File: src/rtl/dunc16_control_unit.sv
// dunc16_control_unit
//   Instruction sequencer for the DUNC16 accumulator datapath. A four-phase
//   T0..T3 ring runs inside alternating FETCH and EXECUTE cycles, and the
//   4-bit IR is owned here. The opcode decode drives the datapath register
//   enables, the mux selects and the memory strobes. Phases that carry a
//   memory strobe stall until MEM_READY.
//
// Ports
//   CLK, RESET            clock (rising edge), asynchronous active-low reset
//   MD_OP[3:0]            MD[15:12], opcode field of the fetched word
//   AN, AZ                accumulator negative / zero flags
//   MEM_READY             memory completes the current read/write this cycle
//   T0..T3                one-hot phase (all 0 in HALT)
//   FETCH, EXECUTE        cycle flags; FETCH_T1 = FETCH & T1
//   IR_OUT[3:0]           instruction register
//   I_LDA..I_BAZ          decoded IR
//   EN_PC/MA/MD/AC        datapath load enables
//   PC_SEL, MA_SEL,
//   MD_SEL, AC_SEL        datapath mux selects
//   ALU_SUB               ALU subtracts when 1
//   MEM_RD, MEM_WR        memory strobes
//   HALTED                controller is halted (exit only via reset)
`timescale 1ns/1ps
module dunc16_control_unit #(
  parameter logic [3:0] HALT_OP = 4'hF,
  parameter logic       WAIT_EN = 1'b1
) (
  input  logic       CLK,
  input  logic       RESET,
  input  logic [3:0] MD_OP,
  input  logic       AN,
  input  logic       AZ,
  input  logic       MEM_READY,
  output logic       T0,
  output logic       T1,
  output logic       T2,
  output logic       T3,
  output logic       FETCH,
  output logic       EXECUTE,
  output logic       FETCH_T1,
  output logic [3:0] IR_OUT,
  output logic       I_LDA,
  output logic       I_STA,
  output logic       I_ADD,
  output logic       I_SUB,
  output logic       I_JMP,
  output logic       I_BAN,
  output logic       I_BAZ,
  output logic       EN_PC,
  output logic       EN_MA,
  output logic       EN_MD,
  output logic       EN_AC,
  output logic       PC_SEL,
  output logic       MA_SEL,
  output logic       MD_SEL,
  output logic       AC_SEL,
  output logic       ALU_SUB,
  output logic       MEM_RD,
  output logic       MEM_WR,
  output logic       HALTED
);

  typedef enum logic [1:0] {PH_T0, PH_T1, PH_T2, PH_T3} phase_t;
  typedef enum logic [1:0] {CYC_FETCH, CYC_EXEC, CYC_HALT} cycle_t;

  localparam logic [3:0] OP_LDA = 4'h0;
  localparam logic [3:0] OP_STA = 4'h1;
  localparam logic [3:0] OP_ADD = 4'h2;
  localparam logic [3:0] OP_SUB = 4'h3;
  localparam logic [3:0] OP_JMP = 4'h4;
  localparam logic [3:0] OP_BAN = 4'h5;
  localparam logic [3:0] OP_BAZ = 4'h6;

  phase_t     phase_q, phase_d;
  cycle_t     cycle_q, cycle_d;
  logic [3:0] ir_q, ir_d;

  // Raw decode before stall/reset gating
  logic pc_en, ma_en, md_en, ac_en;
  logic pc_sel, ma_sel, md_sel, ac_sel, alu_sub, rd, wr;
  logic stall, take;

  always_ff @(posedge CLK or negedge RESET) begin
    if (!RESET) begin
      phase_q <= PH_T0;
      cycle_q <= CYC_FETCH;
      ir_q    <= '0;
    end else begin
      phase_q <= phase_d;
      cycle_q <= cycle_d;
      ir_q    <= ir_d;
    end
  end

  always_comb begin
    pc_en = 1'b0; ma_en = 1'b0; md_en = 1'b0; ac_en = 1'b0;
    pc_sel = 1'b0; ma_sel = 1'b0; md_sel = 1'b0; ac_sel = 1'b0;
    alu_sub = 1'b0; rd = 1'b0; wr = 1'b0;
    take = (ir_q == OP_JMP) || (ir_q == OP_BAN && AN) || (ir_q == OP_BAZ && AZ);

    case (cycle_q)
      CYC_FETCH: begin
        case (phase_q)
          PH_T0: ma_en = 1'b1;
          PH_T1: begin rd = 1'b1; md_en = 1'b1; pc_en = 1'b1; end
          PH_T2: begin ma_en = 1'b1; ma_sel = 1'b1; end
          default: ;
        endcase
      end
      CYC_EXEC: begin
        case (ir_q)
          OP_LDA, OP_ADD, OP_SUB: begin
            if (phase_q == PH_T1) begin rd = 1'b1; md_en = 1'b1; end
            if (phase_q == PH_T2) begin
              ac_en   = 1'b1;
              ac_sel  = (ir_q != OP_LDA);
              alu_sub = (ir_q == OP_SUB);
            end
          end
          OP_STA: begin
            if (phase_q == PH_T0) begin md_en = 1'b1; md_sel = 1'b1; end
            if (phase_q == PH_T1) wr = 1'b1;
          end
          OP_JMP, OP_BAN, OP_BAZ: begin
            if (phase_q == PH_T0 && take) begin pc_en = 1'b1; pc_sel = 1'b1; end
          end
          default: ;
        endcase
      end
      default: ;
    endcase

    stall = WAIT_EN && (rd || wr) && !MEM_READY;

    phase_d = phase_q;
    cycle_d = cycle_q;
    ir_d    = ir_q;
    if (cycle_q != CYC_HALT && !stall) begin
      unique case (phase_q)
        PH_T0: phase_d = PH_T1;
        PH_T1: phase_d = PH_T2;
        PH_T2: phase_d = PH_T3;
        PH_T3: begin
          phase_d = PH_T0;
          if (cycle_q == CYC_FETCH)
            cycle_d = CYC_EXEC;
          else
            cycle_d = (ir_q == HALT_OP) ? CYC_HALT : CYC_FETCH;
        end
      endcase
      if (cycle_q == CYC_FETCH && phase_q == PH_T2) ir_d = MD_OP;
    end
  end

  // Phase/cycle outputs straight from state; controls gated by reset,
  // enables additionally gated while a strobe waits on memory.
  always_comb begin
    HALTED   = (cycle_q == CYC_HALT);
    T0       = !HALTED && phase_q == PH_T0;
    T1       = !HALTED && phase_q == PH_T1;
    T2       = !HALTED && phase_q == PH_T2;
    T3       = !HALTED && phase_q == PH_T3;
    FETCH    = (cycle_q == CYC_FETCH);
    EXECUTE  = (cycle_q == CYC_EXEC);
    FETCH_T1 = FETCH && T1;
    IR_OUT   = ir_q;
    I_LDA    = (ir_q == OP_LDA);
    I_STA    = (ir_q == OP_STA);
    I_ADD    = (ir_q == OP_ADD);
    I_SUB    = (ir_q == OP_SUB);
    I_JMP    = (ir_q == OP_JMP);
    I_BAN    = (ir_q == OP_BAN);
    I_BAZ    = (ir_q == OP_BAZ);
    EN_PC    = RESET && !stall && pc_en;
    EN_MA    = RESET && !stall && ma_en;
    EN_MD    = RESET && !stall && md_en;
    EN_AC    = RESET && !stall && ac_en;
    PC_SEL   = RESET && pc_sel;
    MA_SEL   = RESET && ma_sel;
    MD_SEL   = RESET && md_sel;
    AC_SEL   = RESET && ac_sel;
    ALU_SUB  = RESET && alu_sub;
    MEM_RD   = RESET && rd;
    MEM_WR   = RESET && wr;
  end

endmodule

File: config.mk
export PLATFORM = sky130hd
export DESIGN_NAME = dunc16_control_unit
export DESIGN_NICKNAME = d
export VERILOG_FILES = /design/src/rtl/dunc16_control_unit.sv
export SDC_FILE = /design/constraint.sdc
export NUM_CORES = 1
export LEC_CHECK = 0
export ABC_AREA = 1
export CAP_MARGIN = 10
export CORE_AREA = 2 2 46 48
export CTS_CLUSTER_SIZE = 20
export DETAILED_ROUTE_END_ITERATION = 16
export DIE_AREA = 0 0 48 50
export PLACE_DENSITY = 0.85
export SYNTH_ARGS = -nofsm -noshare
export SYNTH_HDL_FRONTEND = slang
export SYNTH_SLANG_ARGS = --single-unit
File: constraint.sdc
create_clock -name CLK -period 3.2 [get_ports CLK]
set_input_delay 0.32 -clock CLK [delete_from_list [all_inputs] [get_ports CLK]]
set_output_delay 0.32 -clock CLK [all_outputs]
set_load 0.02 [all_outputs]
* Word-level counts from Yosys, hierarchy flattened
Cells that the tools add are included.
** Operators by class
- Equality and inequality tests :: 13
- Reductions and logical operators :: 38
- Mux-type cells :: 29
** Operator list (count)
- $logic_and A1 B1 Y1 :: 23
- $mux W1 :: 22
- $eq A4 B3 Y1 const B :: 3
- $eq A4 B2 Y1 const B :: 2
- $pmux W1 S2 :: 4
- $pmux W2 S4 :: 1
- $eq A2 B2 Y1 const B :: 3
- $reduce_or A3 Y1 :: 2
- $eq A2 B1 Y1 const B :: 2
- $eq A4 B1 Y1 const B :: 1
- $eq A4 B4 Y1 const B :: 1
- $logic_not A2 Y1 :: 2
- $logic_not A4 Y1 :: 1
- $mux W2 :: 2
- $reduce_and A2 Y1 :: 2
- $reduce_bool A4 Y1 :: 1
- $logic_not A1 Y1 :: 3
- $logic_or A1 B1 Y1 :: 3
- $ne A2 B2 Y1 const B :: 1
- $reduce_or A2 Y1 :: 1
** Word-level totals
- Logic and storage cells :: 83
- Flip-flop bits (word level) :: 8

* Logic depth before layout (Yosys ltp)
Gate-level depths: netlist of run 1.
- Depth in word-level cells :: 9
- Depth in mapped cells :: 11

* Least setup slack after synthesis of run 1
Ideal clock, no wire load.
- Path kind :: reg-to-output
- From :: register ir_q[1] (netlist: IR_OUT[1])
- To :: output PC_SEL
- Arrival :: 1.551 ns
- Slack :: 1.329 ns
- Path buffers :: 0
- Stages on the path, launching flop included :: 8
- Required time :: 2.880 ns
- Path through :: dfrtp_1 > inv_1 > nand2_2 > nor2_1 > nand2_1 > nand2_1 > nand2_1 > nor2_1
** Between the ends
- Word-level cells in the longest chain between the ends :: 9
- Elaborated cells between the ends (all ways) :: 13
- Classes of those cells :: eq/ne (3); mux (3); reduce/logical (7)
** Ends and longest elaborated chain
- from (decl) :: RTL line 76 : logic [3:0] ir_q, ir_d;
- from (signal assigned) :: RTL line 91 : ir_q <= ir_d;
- $eq A4 B3 Y1 *
- named net I_BAN :: RTL line 47 : output logic I_BAN,
- $logic_and A1 B1 Y1 :: RTL line 99 : take = (ir_q == OP_JMP) || (ir_q == OP_BAN && AN) || (ir_q == OP_BAZ && AZ);
- $logic_or A1 B1 Y1 (2 in series) :: RTL line 99
- $logic_and A1 B1 Y1 :: RTL line 125 : if (phase_q == PH_T0 && take) begin pc_en = 1'b1; pc_sel = 1'b1; end
- $mux W1 :: RTL line 125
- $mux W1 * :: RTL line 111 : case (ir_q)
- $mux W1 * :: RTL line 101 : case (cycle_q)
- $logic_and A1 B1 Y1 * :: RTL line 178 : PC_SEL = RESET && pc_sel;
- to (decl) :: RTL line 53 : output logic PC_SEL,
Mark *: on every way through the listed nets, which the timed path passes. The rest lies on a longest branch.

* Worst setup path after layout of run 1
- From :: register phase_q[1]
- To :: output EN_PC
** Between the ends
- Word-level cells in the longest chain between the ends :: 9
- Elaborated cells between the ends (all ways) :: 16
- Classes of those cells :: eq/ne (1); mux (8); reduce/logical (7)
** Ends and longest elaborated chain
- from (decl) :: RTL line 74 : phase_t phase_q, phase_d;
- from (signal assigned) :: RTL line 89 : phase_q <= phase_d;
- $eq A2 B1 Y1 :: RTL line 103, 113, 122
- $mux W1 :: RTL line 103, 113, 122
- $mux W1 :: RTL line 111
- $pmux W1 S2 / $mux W1 (equally long branches) :: RTL line 101
- $logic_or A1 B1 Y1 :: RTL line 133 : stall = WAIT_EN && (rd || wr) && !MEM_READY;
- $logic_and A1 B1 Y1 :: RTL line 133
- $logic_not A1 Y1 :: RTL line 174 : EN_PC = RESET && !stall && pc_en;
- $logic_and A1 B1 Y1 :: RTL line 174
- $logic_and A1 B1 Y1 * :: RTL line 174
- to (decl) :: RTL line 49 : output logic EN_PC,
Mark *: on every way between the ends. The rest lies on a longest branch, timed or not.

==> results by group, run 1 <==
Clocking
  – CTS tree: built
  – Post-cts sizing count: 0
  – Clock buffer depth: 2
  – Postcts setup bufs: 0
  – Clk sinks: 8
  – H-tree depth: 1
  – Hold_buf cts: 0
  – Worst skew pair latency: 0.25 ns
  – Inserted Clock Buffers: 3
  – Clk root buf: clkbuf_4
  – Clock transition at the registers of the reported paths: 0.05 ns

Placement
  – Hpwl dp: 1.75 mm
  – DP Area: 1170 um2
  – # port buffers: 38
  – RePlAce Congestion: 0.835
  – Setup Slack @ Placement: 0.662 ns

Yosys
  – Syn nets: 129
  – Number of synthesized register bits: 8
  – Synthesized area: 758 um2
  – Register area share after synthesis: 26.4%
  – Yosys warnings: 0
  – Syn avg cell area: 6.59 um2
  – Syn Inst Count: 115
  – Count of cell types in the netlist: 22

Worst hold path
  – Min-Delay Path Class: input pin to asynchronous set/reset pin

Setup path
  – Worst r2r src: phase_q[1]
  – Crit path kind: flip-flop to output port
  – Worst path bufs/invs: 3
  – Reg2reg setup slack: 1.39 ns
  – Critical Path End Type: output port
  – CP cell instances: inv_1 > ha_1 > clkinv_1 > nor2_2 > nand2_2 > nand3_2 > nand2_2 > nand2_4 > nor2_2 > clkdlybuf4s50_1
  – Worst path required time: 2.88 ns
  – Critical-path top delay cell: clkdlybuf4s50_1
  – CP delay by family, top: buffers and inverters
  – CP startpoint: phase_q[1]
  – CP Launch Type: flip-flop
  – CP max FO: 12
  – CP max stage delay: 0.53 ns
  – Arr. time, crit path: 2.39 ns

Power and ir drop
  – Sw Ratio: 52.5%
  – Int Power: 0.000547 W
  – Cell leakage power: 0.568 nW
  – Switching power: 0.000605 W
  – Clock share of power: 6.6%
  – PD cells: 967 nW/um2
  – Comb power frac: 75.6%
  – Worst vdd ir: 415 uV
  – Seq pwr share: 17.8%

Route
  – Initial DRC count: 10
  – DRC violations left: 0
  – Detailed-route wire length: 2.05 mm
  – DRT antenna net count: 0
  – Wire length per cell: 11.2 um
  – Via count: 893
  – DRT Pass-1 Iters: 4
  – Via/cell ratio: 4.88

Global routing
  – Largest net degree at the start of global routing: 13
  – First-pass GRT wire length: 3.46 mm
  – Number of antenna violations at the first check in global routing: 0
  – Vias in the first global route: 852
  – Grt total ovfl: 0
  – Gr usage total: 20.0%

Die
  – Die area: 2400 um2
  – DIE HEIGHT: 50 um
  – Initial Util: 39.9%
  – Core ar.: 1900 um2
  – Row count: 16
  – Boundary Pins: 39
  – Die X: 48 um

STA
  – Fin. max-slew vios: 0
  – Setup TNS: 0 ns
  – Fin crit share: 84.6%
  – Max Freq: 370 MHz
  – Final hold viol count: 0
  – Min Tclk post-route: 2.71 ns
  – Unrepaired setup endpoints after global routing: false
  – Setup-failing EPs final: 0
  – Slew @ Worst Pin: 0.502 ns
  – Rel. slew slack: 66.4%
  – Final Worst Setup Slack: 0.494 ns
  – Setup Skew: 0.000683 ns
  – WHS: 0.367 ns

Cells and area
  – Post-Layout Inst Area: 1190 um2
  – Ant. Diodes: 0
  – Synthesis-to-layout area growth: 57.1%
  – Final #Nets: 172
  – Layout cell share with drive strength beyond 1: 14.1%

Job
  – Max Cap Viol: 0

Status
  – Status: completed
## synth_stat cells
cell	n	area, um2
nor3_1	4	20.0
o211ai_1	1	7.51
inv_2	1	3.75
nor2_4	2	22.5
clkinv_1	2	7.51
nand2_4	3	33.8
buf_6	1	11.3
nor2_2	5	31.3
a21oi_1	3	15.0
inv_1	16	60.1
nand3_2	1	10.0
dfrtp_1	8	200
nor2_1	16	60.1
nand2_2	5	31.3
nand2_1	28	105
nand3_1	8	40.0
or2_2	1	6.26
o21ai_0	1	5.00
a31oi_1	1	6.26
and2_1	1	6.26
ha_1	5	62.6
nor4_1	2	12.5
## worst reg2reg max path, stage by stage, from the launching register on
cell	delay [ns]
dfrtp_1	0.41
inv_1	0.12
ha_1	0.21
clkinv_1	0.12
nor2_2	0.18
nand2_2	0.10
nand3_2	0.09
nand2_2	0.19
nand2_1	0.20
nand2_1	0.08
nand2_1	0.06
## power by group through the flow
stage | clock network, W | registers [W] | logic [W]
global placement | 0 | 0.000203 | 0.000848
CTS | 0.0000779 | 0.000205 | 0.000875
floorplan | 0 | 0.000223 | 0.000527
global route | 0.0000858 | 0.000214 | 0.000959
detailed placement | 0 | 0.000207 | 0.000874
finish | 0.0000765 | 0.000205 | 0.000870
## cells in the final DEF (no fill, tap or decap), types with 4 or more instances in the layout
cell type and n:
clkdlybuf4s50_1 38, dfrtp_1 8, nor2_1 16, inv_1 16, nor3_1 4, nand2_2 5
nand2_1 28, nand3_1 8, ha_1 5, nor2_2 5
## logic make-up after synthesis
group / count (synthesis) / share of synthesized area, %
buffers and inverters: 20 / 10.9
AND/OR/NAND/NOR: 76 / 50.0
AO/OA/AOI/OAI: 6 / 4.46
flip-flops: 8 / 26.4
adder cells (fa/ha/maj): 5 / 8.25
## registers in the layout, indices dropped and copies added, names as in the netlist
register / count
IR_OUT: 4
cycle_q: 2
phase_q: 2
## routing by layer
metal	track usage, %	vias up	share of wire (%)
met5	0	-	0
met4	14.0	0	2.3
met2	34.2	32	52
met3	1.47	6	4.2
li1	-	439	-
met1	21.5	416	41
## layout make-up
cell class / count / area [um2]
repair buffers: 39 / 388
fillers: 173 / 711
clock buffers: 3 / 22.5
well taps: 27 / 33.8
inverters: 19 / 71.3
flip-flops and latches: 8 / 200
multi-input cells: 87 / 475
## path summary, 6_finish.rpt
kind / to / cells after the start
worst max-delay path: EN_PC / 10
worst min-delay path: phase_q[1] / 2
worst max register to register: IR_OUT[2] / 10
worst min register to register: IR_OUT[3] / 2
max in group asynchronous: cycle_q[1] / 2
min in group CLK: IR_OUT[3] / 2
## stage by stage
stage          utilization, %  std cells  total power [W]
6_report                 62.6        183          0.00115
4_1_cts                  62.6        183          0.00116
2_1_floorplan               -        115         0.000750
5_1_grt                  62.6        183          0.00126
3_3_place_gp             61.4        180          0.00105
3_5_place_dp             61.4        180          0.00108
No activity file was read; power rests on OpenSTA's default activity.
==> run 2, diff against run 1 <==
CORE_AREA = 2 2 48 50   (was 2 2 46 48)
DIE_AREA = 0 0 50 52   (was 0 0 48 50)
PLACE_DENSITY = 0.79   (was 0.85)
clock period = 2.62 ns   (was 3.2 ns; I/O delays follow)
==> results by group, run 2 (synthesis results as in run 1) <==
Die
  – Initial Util: 36.0%
  – Core ar.: 2110 um2
  – Die area: 2600 um2
  – Row count: 17
  – Boundary Pins: 39
  – Die X: 50 um
  – DIE HEIGHT: 52 um

Clocking
  – Inserted Clock Buffers: 3
  – Clk sinks: 8
  – CTS tree: built
  – Clk root buf: clkbuf_4
  – Worst skew pair latency: 0.25 ns
  – Clock buffer depth: 2
  – Clock transition at the registers of the reported paths: 0.06 ns
  – H-tree depth: 1
  – Hold_buf cts: 0

STA
  – Setup Skew: 0.0109 ns
  – Final hold viol count: 0
  – Slew @ Worst Pin: 0.464 ns
  – Setup-failing EPs final: 0
  – WHS: 0.350 ns
  – Rel. slew slack: 68.9%
  – Unrepaired setup endpoints after global routing: false
  – Min Tclk post-route: 2.46 ns
  – Fin crit share: 93.8%
  – Max Freq: 407 MHz
  – Setup TNS: 0 ns
  – Fin. max-slew vios: 0

Setup path
  – CP cell instances: inv_1 > ha_1 > clkinv_1 > nor2_2 > nand2_2 > nand3_2 > nand2_4 > nand2_4 > nor2_2 > clkdlybuf4s50_1
  – CP max FO: 12
  – Critical-path top delay cell: clkdlybuf4s50_1
  – CP Launch Type: flip-flop
  – Worst path required time: 2.36 ns
  – Crit path kind: flip-flop to output port
  – Critical Path End Type: output port
  – CP max stage delay: 0.53 ns
  – Worst path bufs/invs: 3
  – CP delay by family, top: buffers and inverters
  – Arr. time, crit path: 2.19 ns

Power and ir drop
  – Worst vdd ir: 463 uV
  – Seq pwr share: 17.9%
  – Comb power frac: 75.6%
  – PD cells: 1150 nW/um2
  – Clock share of power: 6.5%
  – Cell leakage power: 0.593 nW
  – Sw Ratio: 51.7%
  – Int Power: 0.000668 W
  – Switching power: 0.000714 W

Route
  – Via/cell ratio: 4.55
  – DRC violations left: 0
  – Initial DRC count: 10
  – Via count: 837
  – DRT Pass-1 Iters: 4
  – DRT antenna net count: 0
  – Detailed-route wire length: 1.84 mm
  – Wire length per cell: 10.0 um

Status
  – Status: completed

Worst hold path
  – Min-Delay Path Class: input pin to asynchronous set/reset pin

Global routing
  – Largest net degree at the start of global routing: 13
  – Gr usage total: 15.6%
  – Grt total ovfl: 0
  – Vias in the first global route: 745
  – Number of antenna violations at the first check in global routing: 0
  – First-pass GRT wire length: 3.11 mm

Placement
  – # port buffers: 38
  – Hpwl dp: 1.61 mm
  – RePlAce Congestion: 0.862

Job
  – Max Cap Viol: 0

Cells and area
  – Largest register FFs: 4
  – FF/Latch Area: 200 um2
  – Final #Nets: 172
  – Number of fill cells: 191
  – Commonest non-fill, non-tap cell in the layout: clkdlybuf4s50_1
  – Multi-input logic area: 480 um2
  – Synthesis-to-layout area growth: 58.3%
  – Layout Utilization: 57.0%
  – Most frequent cells in the layout: clkdlybuf4s50_1, nand2_1, inv_1, nor2_1
  – Ant. Diodes: 0
  – Layout cell share with drive strength beyond 1: 14.1%
-- run 2: cell types whose count changed in the layout (fill, tap and decap cells not counted), sizes merged --
cell,before,now
dlymetal6s2s,0,1
clkdlybuf4s50,38,37
-- run 2: metal layers --
| metal | GRT usage (%) | vias to the layer above | share of wire (%) |
|---|---|---|---|
| met4 | 1.85 | 0 | 0 |
| met2 | 28.5 | 26 | 51 |
| met1 | 18.0 | 376 | 43 |
| met3 | 5.17 | 0 | 5.7 |
| li1 | - | 435 | - |
| met5 | 0 | - | 0 |
-- run 2: path summary, 6_finish.rpt --
kind | start | to | slack [ns] | cells past startpoint
setup / recovery | phase_q[1] | EN_MD | 0.16 | 10
hold / removal | RESET | cycle_q[0] | 0.35 | 2
setup reg to reg | phase_q[1] | IR_OUT[3] | 0.99 | 10
hold reg to reg | cycle_q[1] | cycle_q[1] | 0.53 | 2
max in group asynchronous | RESET | phase_q[1] | 2.11 | 2
min in group CLK | cycle_q[1] | cycle_q[1] | 0.53 | 2
-- run 2: what timing repair did --
| action | in CTS | in global routing |
|---|---|---|
| setup buffers | 0 | 0 |
| resized for setup | 0 | 2 |
| setup endpoints to repair | 0 | 3 |
-- run 2: layout make-up --
class                      instances  area share (%)
multi-input combinational         87            40.0
timing repair buffer              39            32.5
inverter                          19            5.94
sequential                         8            16.7
clock buffer                       3            1.88
tap                               28            2.92
-- run 2: worst reg2reg max path, cell delays in order (launching register included) --
cell	delay [ns]
dfrtp_1	0.41
inv_1	0.11
ha_1	0.20
clkinv_1	0.10
nor2_2	0.15
nand2_2	0.09
nand3_2	0.10
nand2_4	0.13
nand2_1	0.15
nand2_1	0.07
nand2_1	0.06
-- run 2: per-stage QoR --
| step | total power (W) | worst slack, ns | instance area [um2] | instances |
|---|---|---|---|---|
| 2_1_floorplan | 0.000916 | 0.807 | 758 | 115 |
| 3_3_place_gp | 0.00128 | 0.354 | 1170 | 181 |
| 3_5_place_dp | 0.00130 | 0.309 | 1170 | 181 |
| 4_1_cts | 0.00140 | 0.0489 | 1190 | 184 |
| 5_1_grt | 0.00151 | 0.00569 | 1200 | 184 |
| 6_report | 0.00138 | 0.163 | 1200 | 184 |
-- run 2: power groups by stage --
stage	logic, W	registers, W	clock network, W
final	0.00104	0.000247	0.0000903
after detailed placement	0.00105	0.000250	0
after CTS	0.00105	0.000248	0.0000944
after global routing	0.00115	0.000259	0.000102
after floorplan	0.000643	0.000273	0
after global placement	0.00104	0.000246	0
